===== src/rtl/sec_sched_pkg.sv =====
// Shared definitions for the seconds-tick timer scheduler: FSM encoding and
// default channel geometry.
package sec_sched_pkg;

    localparam int DEF_N_CH  = 4;
    localparam int DEF_CNT_W = 8;

    typedef enum logic {
        S_IDLE  = 1'b0,
        S_SWEEP = 1'b1
    } state_e;

endpackage


===== src/rtl/N_bit_counter.sv =====
// Combinational N-bit up/down step: the shared arithmetic unit of the sweep.
module N_bit_counter #(
    parameter int N = 8
) (
    input  logic [N-1:0] i_val,
    input  logic         i_up,
    output logic [N-1:0] o_val
);

    localparam logic [N-1:0] ONE = {{(N-1){1'b0}}, 1'b1};

    // Single adder/subtractor selected by direction.
    always_comb begin
        if (i_up) begin
            o_val = i_val + ONE;
        end else begin
            o_val = i_val - ONE;
        end
    end

endmodule


===== src/rtl/rr_arbiter.sv =====
// Round-robin arbiter: one-hot grant to the first requester found scanning
// upward (with wrap) from the pointer position.
module rr_arbiter #(
    parameter int N  = 4,
    parameter int PW = $clog2(N)
) (
    input  logic [N-1:0]  i_req,
    input  logic [PW-1:0] i_ptr,
    output logic [N-1:0]  o_grant
);

    logic [2*N-1:0] req_dbl_s;
    logic [2*N-1:0] gnt_dbl_s;
    logic [N-1:0]   req_rot_s;
    logic [N-1:0]   gnt_rot_s;

    // Rotate so the pointer lands on bit 0, isolate the lowest set bit, rotate back.
    always_comb begin
        req_dbl_s = {i_req, i_req} >> i_ptr;
        req_rot_s = req_dbl_s[N-1:0];
        gnt_rot_s = req_rot_s & (~req_rot_s + {{(N-1){1'b0}}, 1'b1});
        gnt_dbl_s = {gnt_rot_s, gnt_rot_s} << i_ptr;
        o_grant   = gnt_dbl_s[2*N-1:N];
    end

endmodule


===== src/rtl/sec_tick_timer_scheduler.sv =====
// Seconds-tick timer scheduler: N_CH countdown channels share one decrementer.
// A rising edge of the 1 Hz square wave queues a sweep; the sweep visits one
// channel per cycle. Loads are arbitrated round-robin only while idle.
module sec_tick_timer_scheduler
    import sec_sched_pkg::*;
#(
    parameter int N_CH  = DEF_N_CH,
    parameter int CNT_W = DEF_CNT_W
) (
    input  logic                  i_clk,
    input  logic                  i_rst,
    input  logic                  i_sec_tick,
    input  logic [N_CH-1:0]       i_load_req,
    input  logic [N_CH*CNT_W-1:0] i_load_val,
    input  logic [N_CH-1:0]       i_cancel,
    output logic [N_CH-1:0]       o_load_ack,
    output logic [N_CH-1:0]       o_busy,
    output logic [N_CH-1:0]       o_expired,
    output logic                  o_sweep
);

    localparam int IDX_W = $clog2(N_CH);
    localparam logic [CNT_W-1:0] CNT_ONE = {{(CNT_W-1){1'b0}}, 1'b1};
    localparam logic [IDX_W-1:0] IDX_LAST = IDX_W'(N_CH - 1);

    state_e                 state_q, state_d;
    logic [IDX_W-1:0]       idx_q, idx_d;
    logic [IDX_W-1:0]       ptr_q, ptr_d;
    logic                   tick_prev_q, tick_prev_d;
    logic                   tick_pend_q, tick_pend_d;
    logic [N_CH-1:0]        busy_q, busy_d;
    logic [N_CH-1:0]        expired_q, expired_d;
    logic [CNT_W-1:0]       cnt_q [N_CH];
    logic [CNT_W-1:0]       cnt_d [N_CH];

    logic                   tick_edge_s;
    logic                   grant_en_s;
    logic [N_CH-1:0]        arb_req_s;
    logic [N_CH-1:0]        grant_s;
    logic [CNT_W-1:0]       dec_in_s;
    logic [CNT_W-1:0]       dec_out_s;

    // Edge detect and arbiter gating: cancel masks a same-cycle load request.
    always_comb begin
        tick_edge_s = i_sec_tick & ~tick_prev_q;
        grant_en_s  = (state_q == S_IDLE) & ~tick_pend_q;
        if (grant_en_s) begin
            arb_req_s = i_load_req & ~i_cancel;
        end else begin
            arb_req_s = '0;
        end
        dec_in_s = cnt_q[idx_q];
    end

    rr_arbiter #(.N(N_CH), .PW(IDX_W)) u_arb (
        .i_req   (arb_req_s),
        .i_ptr   (ptr_q),
        .o_grant (grant_s)
    );

    N_bit_counter #(.N(CNT_W)) u_dec (
        .i_val (dec_in_s),
        .i_up  (1'b0),
        .o_val (dec_out_s)
    );

    // Next-state: FSM, load grants, sweep decrement/expiry, then cancel override.
    always_comb begin
        state_d     = state_q;
        idx_d       = idx_q;
        ptr_d       = ptr_q;
        tick_prev_d = i_sec_tick;
        tick_pend_d = tick_pend_q;
        busy_d      = busy_q;
        expired_d   = '0;
        cnt_d       = cnt_q;

        case (state_q)
            S_IDLE: begin
                if (tick_pend_q) begin
                    state_d     = S_SWEEP;
                    idx_d       = '0;
                    tick_pend_d = 1'b0;
                end else begin
                    for (int k = 0; k < N_CH; k++) begin
                        if (grant_s[k]) begin
                            cnt_d[k]  = i_load_val[k*CNT_W +: CNT_W];
                            busy_d[k] = 1'b1;
                            ptr_d     = (k == N_CH - 1) ? '0 : IDX_W'(k + 1);
                        end else begin
                            busy_d[k] = busy_d[k];
                        end
                    end
                end
            end
            S_SWEEP: begin
                if (busy_q[idx_q]) begin
                    if (cnt_q[idx_q] > CNT_ONE) begin
                        cnt_d[idx_q] = dec_out_s;
                    end else begin
                        cnt_d[idx_q]     = '0;
                        busy_d[idx_q]    = 1'b0;
                        expired_d[idx_q] = 1'b1;
                    end
                end else begin
                    cnt_d[idx_q] = cnt_q[idx_q];
                end
                if (idx_q == IDX_LAST) begin
                    state_d = S_IDLE;
                    idx_d   = '0;
                end else begin
                    idx_d = idx_q + {{(IDX_W-1){1'b0}}, 1'b1};
                end
            end
            default: begin
                state_d = S_IDLE;
                idx_d   = '0;
            end
        endcase

        if (tick_edge_s) begin
            tick_pend_d = 1'b1;
        end else begin
            tick_pend_d = tick_pend_d;
        end

        busy_d    = busy_d & ~i_cancel;
        expired_d = expired_d & ~i_cancel;
    end

    // State registers with synchronous reset; reset mid-sweep drops all expiries.
    always_ff @(posedge i_clk) begin
        if (i_rst) begin
            state_q     <= S_IDLE;
            idx_q       <= '0;
            ptr_q       <= '0;
            tick_prev_q <= 1'b0;
            tick_pend_q <= 1'b0;
            busy_q      <= '0;
            expired_q   <= '0;
            cnt_q       <= '{default: '0};
        end else begin
            state_q     <= state_d;
            idx_q       <= idx_d;
            ptr_q       <= ptr_d;
            tick_prev_q <= tick_prev_d;
            tick_pend_q <= tick_pend_d;
            busy_q      <= busy_d;
            expired_q   <= expired_d;
            cnt_q       <= cnt_d;
        end
    end

    // Ack is same-cycle with the capture; the rest come straight from flops.
    always_comb begin
        o_load_ack = grant_s;
        o_busy     = busy_q;
        o_expired  = expired_q;
        o_sweep    = (state_q == S_SWEEP);
    end

endmodule

===== config.mk =====
export PLATFORM = sky130hd
export DESIGN_NAME = sec_tick_timer_scheduler
export DESIGN_NICKNAME = d
export VERILOG_FILES = /design/src/rtl/sec_sched_pkg.sv /design/src/rtl/N_bit_counter.sv /design/src/rtl/rr_arbiter.sv /design/src/rtl/sec_tick_timer_scheduler.sv
export SDC_FILE = /design/constraint.sdc
export NUM_CORES = 1
export LEC_CHECK = 0
export ABC_AREA = 1
export ABC_CLOCK_PERIOD_IN_PS = 3800
export BUFFER_PORTS_ARGS = -buffer_cell sky130_fd_sc_hd__buf_2
export CAP_MARGIN = 10
export CORE_MARGIN = 2
export CORE_UTILIZATION = 50
export CTS_BUF_LIST = sky130_fd_sc_hd__clkbuf_2 sky130_fd_sc_hd__clkbuf_4 sky130_fd_sc_hd__clkbuf_8
export CTS_CLUSTER_SIZE = 12
export DETAILED_ROUTE_END_ITERATION = 12
export PLACE_DENSITY = 0.71
export SYNTH_ARGS = -nofsm -noshare
export SYNTH_HDL_FRONTEND = slang
export SYNTH_SLANG_ARGS = --single-unit

===== constraint.sdc =====
create_clock -name i_clk -period 3.8 [get_ports i_clk]
set_clock_uncertainty 0.05 [all_clocks]
set_input_delay 0.38 -clock i_clk [delete_from_list [all_inputs] [get_ports i_clk]]
set_output_delay 0.38 -clock i_clk [all_outputs]
set_load 0.01 [all_outputs]

==> impl_results.md, run 1 <==
- Die width: between 90 and 100 microns
- Clock Pin Slew Worst Setup and Hold Paths: about 0.09 ns
- Post-route ant nets: 0
- Fin Hold WS: 0.215 ns
- Unrepaired setup endpoints after global routing: false
- GR Overflow Total: 0
- Final min period: 3.16 ns
- TritonCTS clock tree: yes
- Initial antenna violation count: 0
- Placed Area: 4180 sq um
- Post-route cell area: around 4300 sq um
- Drt via density: about 5.6
- DR DRC count: 0
- CTS Hold Bufs: 0
- I/O Buffers: 55
- Slowest stage delay, CP: 0.68 ns
- CTS resizes: 0
- Clock network power share: 0.127
- Met2 usage: 0.542
- Crit-path leading delay family: simple AND/OR/NAND/NOR gates
- Syn Std Cell Area: 3940 sq um
- Met1 Use GR: 0.411
- Seq cells post-synth: 47
- Crit Path Max Fanout: 34
- Crit path required time: 3.96 ns
- Htree depth: 2
- Initial Utilization: 0.513
- Total vias in the final route: between 4,000 and 5,000
- CP Launch Type: register
- CTS Buf Count: 5
- # Max-Cap Violations: 0
- P_leak: roughly 2.1 nW
- CP cell instances: inv_2 -> nand3_1 -> nand2_1 -> ha_1 -> nor2_1 -> nor2_4 -> nand2_4 -> clkinv_2 -> nand2_1 -> nand2_1 -> nand2_1 -> nand3_1 -> nand2_1 -> nand2_1 -> nand2_1 -> nor2_1
- Synth Instances: around 690
- Sw Share: 0.544
- Logic pwr share: 0.593
- Gr usage total: 0.315
- Die height: ~93 microns
- Worst Setup End Kind: register
- # IOs: 56
- Post-CTS Setup Bufs: 0
- Core Area: just under 8000 sq um
- Tcrit/Tclk final: 0.832
- Final hold vios: 0
- Area share of the largest cell type after synthesis: 0.254
- Slew margin rel.: 0.407
- Nets: slightly below 800
- CTS root buf: clkbuf_8
- Ant. Diodes: 0
- Clock Latency Late Sink: approximately 0.31 ns
- Share of layout cells above drive strength 1: 0.178
- Setup CP Type: register to register
- Row Count: 32
- Gp weighted congestion: around 1.0
- Layout area overhead: 8.76%
- Fin. max-slew vios: 0
- Setup TNS: 0 ns
- Wirelength, routed: roughly 13,000 microns
- Worst Hold Class: input port to register
- CP Data Arrival Time: approximately 3.3 ns
- Ranking of synthesized cells by area: nand2_1 25%, dfxtp_1 24%, nand3_1 11%, nor2_1 7.5%, or2_2 4.6%
- Power Density: 702 nW/um^2
- Critical path's most frequent cell: nand2_1
- Synth Net Count: between 700 and 800
- Status: completed
- Most Crowded Layer GR: met2
- Vias in the first global route: roughly 4,400
- CP Buf/Inv Count: 2
- Hpwl dp: about 9600 microns
- Int Pwr: about 1.4 mW
- Largest net degree at the start of global routing: roughly 50
- Synthesized area per cell: about 5.7 sq um
- GRT met3 Usage: 0.0350
- Syn. warnings: 0
- DR WL/cell: between 15 and 20 microns
- Max Buffers Root-to-Sink: 2
- DR iter-0 viols: 311
- Die area: between 8000 and 9000 sq um
- # setup viols final: 0
- Synth cell types: 31
- Leading area contributor after synthesis: nand2_1
- Critical path's slowest cell: dfxtp_1
- Psw: approximately 1.6 mW
- Drt first pass iters: 5
- Reg power frac: 0.280
- Worst-margin pin slew: about 0.89 ns
- Fmax: 0.316 GHz
- First-pass GRT wire length: between 20,000 and 25,000 microns
- Clk sink count: 47
- Sequential share of the synthesized area: 0.239
- VDD IR-drop max: 0.301 mV
-- cell usage after synthesis (all sizes together) --
cell,number
a211oi,1
xor2,1
a21oi,21
buf,15
nand2,276
nor3,6
or2,29
clkinv,3
o21bai,4
clkbuf,18
o21ai,31
nor2,82
dfxtp,47
nand4,1
a31oi,16
inv,35
o21a,1
ha,6
nand3,100
-- metal layers --
metal | routed length (microns) | share of wire
met5 | 0 | 0
met4 | 322 | 0.024
met3 | 973 | 0.073
met2 | 6330 | 0.48
met1 | 5680 | 0.43
-- sequential cells by signal, summed over array words and instances (netlist names) --
name,cells
cnt_q,32
idx_q,2
o_busy,4
o_expired,4
o_sweep,1
ptr_q,2
tick_pend_q,1
tick_prev_q,1
-- worst register-to-register path: stages (launching register included) --
cell      delay, ns
dfxtp_1        0.68
inv_2          0.23
nand3_1        0.15
nand2_1        0.21
ha_1           0.33
nor2_1         0.20
nor2_4         0.07
nand2_4        0.12
clkinv_2       0.40
nand2_1        0.19
nand2_1        0.06
nand2_1        0.06
nand3_1        0.07
nand2_1        0.09
nand2_1        0.05
nand2_1        0.06
nor2_1         0.06
-- final timing paths --
path | start | endpoint | slack [ns] | depth (start not counted)
setup / recovery | idx_q[1] | cnt_q[27] | 0.64 | 16
hold reg to reg | o_busy[0] | o_busy[0] | 0.44 | 2
hold / removal | i_cancel[3] | o_busy[3] | 0.21 | 2
setup reg to reg | idx_q[1] | cnt_q[27] | 0.64 | 16
-- area by class of cell --
class,instances,area (sq um)
clock buffers,6,76.3
well taps,102,128
multi-input cells,575,2680
fillers,837,3400
inverters,38,144
flip-flops and latches,47,941
clock inverters,1,30.0
repair buffers,57,290
-- power by group through the flow --
stage | Combinational (mW) | Sequential (mW) | Clock (mW)
after floorplan | 1.37 | 0.770 | 0
after global placement | 1.71 | 0.850 | 0
after detailed placement | 1.74 | 0.848 | 0
after CTS | 1.75 | 0.840 | 0.385
after global routing | 1.99 | 0.861 | 0.397
final | 1.79 | 0.844 | 0.382
-- cells by family after synthesis --
| logic type | count (synthesis) | share of synthesized area |
|---|---|---|
| compound gates | 74 | 0.108 |
| flops | 47 | 0.239 |
| buf+inv | 71 | 0.0819 |
| simple gates | 494 | 0.551 |
| xor+xnor | 1 | 0.00222 |
| fa+ha+maj | 6 | 0.0190 |
-- through the flow --
step / utilization / total power, mW / instances / worst slack (ns)
global route: 0.558 / 3.25 / 826 / 0.288
global placement: 0.544 / 2.56 / 819 / 0.878
finish: 0.558 / 3.01 / 826 / 0.638
detailed placement: 0.544 / 2.59 / 819 / 0.710
floorplan: - / 2.14 / 693 / 1.45
CTS: 0.558 / 2.97 / 826 / 0.692
-- placed cells by master, fill, tap and decap left out, types with 2 or more instances in the layout --
cell      count
a21oi_1      17
a21oi_2       4
a31oi_1      16
buf_2        55
buf_4         2
clkbuf_8      5
clkinv_1      2
dfxtp_1      47
ha_1          6
inv_1        27
inv_2         8
nand2_1     267
nand2_2       6
nand2_4       3
nand3_1      90
nand3_2      10
nor2_1       79
nor2_4        3
nor3_1        6
o21ai_0      21
o21ai_1       9
o21bai_1      4
or2_2        29
Note: power is estimated with default switching activity, not from simulation.
==> run 2, diff against run 1 <==
- ABC_CLOCK_PERIOD_IN_PS: 3800 -> 2700
- PLACE_DENSITY: 0.71 -> 0.74
- clock period: 3.8 -> 2.7 ns (I/O delays scaled with it)
==> impl_results.md, run 2 (synthesized netlist as in run 1, its figures left out) <==
- Status: completed
- Slowest stage delay, CP: 0.38 ns (-0.30 ns)
- Ant. Diodes: 0 (unchanged)
- Post-placement cell count: 833 (+1.7%)
- Initial Utilization: 0.513 (unchanged)
- Crit Path Max Fanout: 11 (-68%)
- CTS Hold Bufs: 0 (unchanged)
- GR Overflow Total: 0 (unchanged)
- Die area: 8610 sq um (unchanged)
- Power Density: 983 nW/um^2 (+40%)
- Core Area: 7690 sq um (unchanged)
- CP cell instances: inv_2 -> nand2_1 -> nand3_1 -> nand2_1 -> ha_1 -> nor2_1 -> nor2_4 -> nand2_4 -> nor2_4 -> inv_2 -> o21ai_2 -> inv_2 -> nand2_2 -> o21ai_1 -> nor2_1
- Gp weighted congestion: 1.02 (-2.3%)
- Placed Area: 4290 sq um (+2.5%)
- Post-route ant nets: 0 (unchanged)
- TritonCTS clock tree: yes
- Utilization after layout: 0.578 (+0.0205)
- Nets: 787 (+1.8%)
- Layout area overhead: 12.8%
- Worst Hold Class: input port to register
- Critical path's most frequent cell: inv_2
- First-pass GRT wire length: 21,400 microns (-1.1%)
- Slew margin rel.: 0.393 (-0.0140)
- VDD IR-drop max: 0.498 mV (+65%)
- Share of layout cells above drive strength 1: 0.202 (+0.0234)
- Crit path required time: 2.87 ns (-1.09 ns)
- DR iter-0 viols: 423 (+36%)
- DR WL/cell: 15.5 microns (-4.1%)
- Final min period: 2.49 ns (-0.674 ns)
- Worst Setup End Kind: register
- Final hold vios: 0 (unchanged)
- Critical path's slowest cell: dfxtp_2
- Largest net degree at the start of global routing: 35 (-29%)
- Finished Layout Cells: 841 (+1.8%)
- Post-route cell area: 4450 sq um (+3.7%)
- Worst-margin pin slew: 0.909 ns (+0.0210 ns)
- Die width: 92.8 microns (unchanged)
- # IOs: 56 (unchanged)
- Hpwl dp: 9710 microns (+0.85%)
- Setup TNS: 0 ns (unchanged)
- Htree depth: 2 (unchanged)
- Drt via density: 5.49 (-1.6%)
- I/O Buffers: 55 (unchanged)
- Tcrit/Tclk final: 0.921 (+0.0893)
- Clock Pin Slew Worst Setup and Hold Paths: 0.11 ns (+0.02 ns)
- # Max-Cap Violations: 0 (unchanged)
- Fmax: 0.402 GHz (+27%)
- Fin. max-slew vios: 0 (unchanged)
- DR DRC count: 0 (unchanged)
- Die height: 92.8 microns (unchanged)
- Unrepaired setup endpoints after global routing: true
- Most common cell after layout, fill and taps aside: nand2_1
- Reg with most FFs: cnt_q
- P_leak: 2.19 nW (+3.7%)
- Vias in the first global route: 4,356 (-2.0%)
- Gr usage total: 0.310 (-0.00520)
- Clk sink count: 47 (unchanged)
- R2R Setup Slk: 0.21 ns (-0.43 ns)
- # setup viols final: 0 (unchanged)
- CP Launch Type: register
- Clock Latency Late Sink: 0.32 ns (about the same)
- CP Data Arrival Time: 2.66 ns (-0.66 ns)
- Wirelength, routed: 13,000 microns (-2.4%)
- CTS Buf Count: 5 (unchanged)
- Commonest cells after routing, fill and taps aside: 266 x nand2_1, 90 x nand3_1, 79 x nor2_1
- Total vias in the final route: 4,617 (+0.17%)
- Row Count: 32 (unchanged)
- Drt first pass iters: 6 (+1)
- Initial antenna violation count: 0 (unchanged)
- Setup CP Type: register to register
- Max reg flops: 32 (unchanged)
- Total power: 4.37 mW (+45%)
- CTS root buf: clkbuf_8
- Fillers: 836 (-0.12%)
- Max Buffers Root-to-Sink: 2 (unchanged)
-- run 2: power breakdown --
part / switching (mW) / internal (mW) / total (mW)
Sequential: 0.245 / 0.929 / 1.17
Combinational: 1.78 / 0.775 / 2.56
Clock: 0.270 / 0.370 / 0.640
Total: 2.30 / 2.07 / 4.37
-- run 2: critical path, delay by kind of cell, from the launching register on --
family | cells | cell delay (ns)
DFF | 1 | 0.38
AOI/OAI and AO/OA | 2 | 0.26
adders and majority gates | 1 | 0.31
buffers and inverters | 3 | 0.38
and+or+nand+nor | 9 | 1.03
-- run 2: area by class of cell --
| class | instances | area (sq um) | area share |
|---|---|---|---|
| tap | 102 | 128 | 0.0287 |
| sequential | 47 | 943 | 0.212 |
| multi-input combinational | 575 | 2690 | 0.606 |
| inverter | 38 | 150 | 0.0338 |
| timing repair buffer | 71 | 395 | 0.0889 |
| clock inverter | 3 | 67.6 | 0.0152 |
| clock buffer | 5 | 68.8 | 0.0155 |
-- run 2: metal layers --
metal  up-vias  wire length (microns)  global-route usage
li1       2314                      -                   -
met1      2090                   5750               0.401
met2       189                   6200               0.541
met3        24                    786              0.0382
met4         0                    263              0.0895
met5         -                      0                   0
-- run 2: timing repair --
| item | CTS | global route |
|---|---|---|
| endpoints found under the setup margin | 12 | 32 |
| gates resized for setup | 1 | 8 |
| setup buffers | 0 | 0 |
-- run 2: through the flow --
step                hold WS [ns]  setup WS (ns)
floorplan                  0.298          0.348
global placement           0.421         0.0987
detailed placement         0.426       -0.00195
CTS                       0.0880          0.102
global route              0.0973       0.000389
finish                    0.0974          0.212
-- run 2: final timing paths --
check               from      endpoint  cells past startpoint
min          i_cancel[1]  o_expired[1]                      2
min reg2reg    o_busy[0]     o_busy[0]                      2
max reg2reg     idx_q[0]     cnt_q[20]                     15
max             idx_q[0]     cnt_q[20]                     15
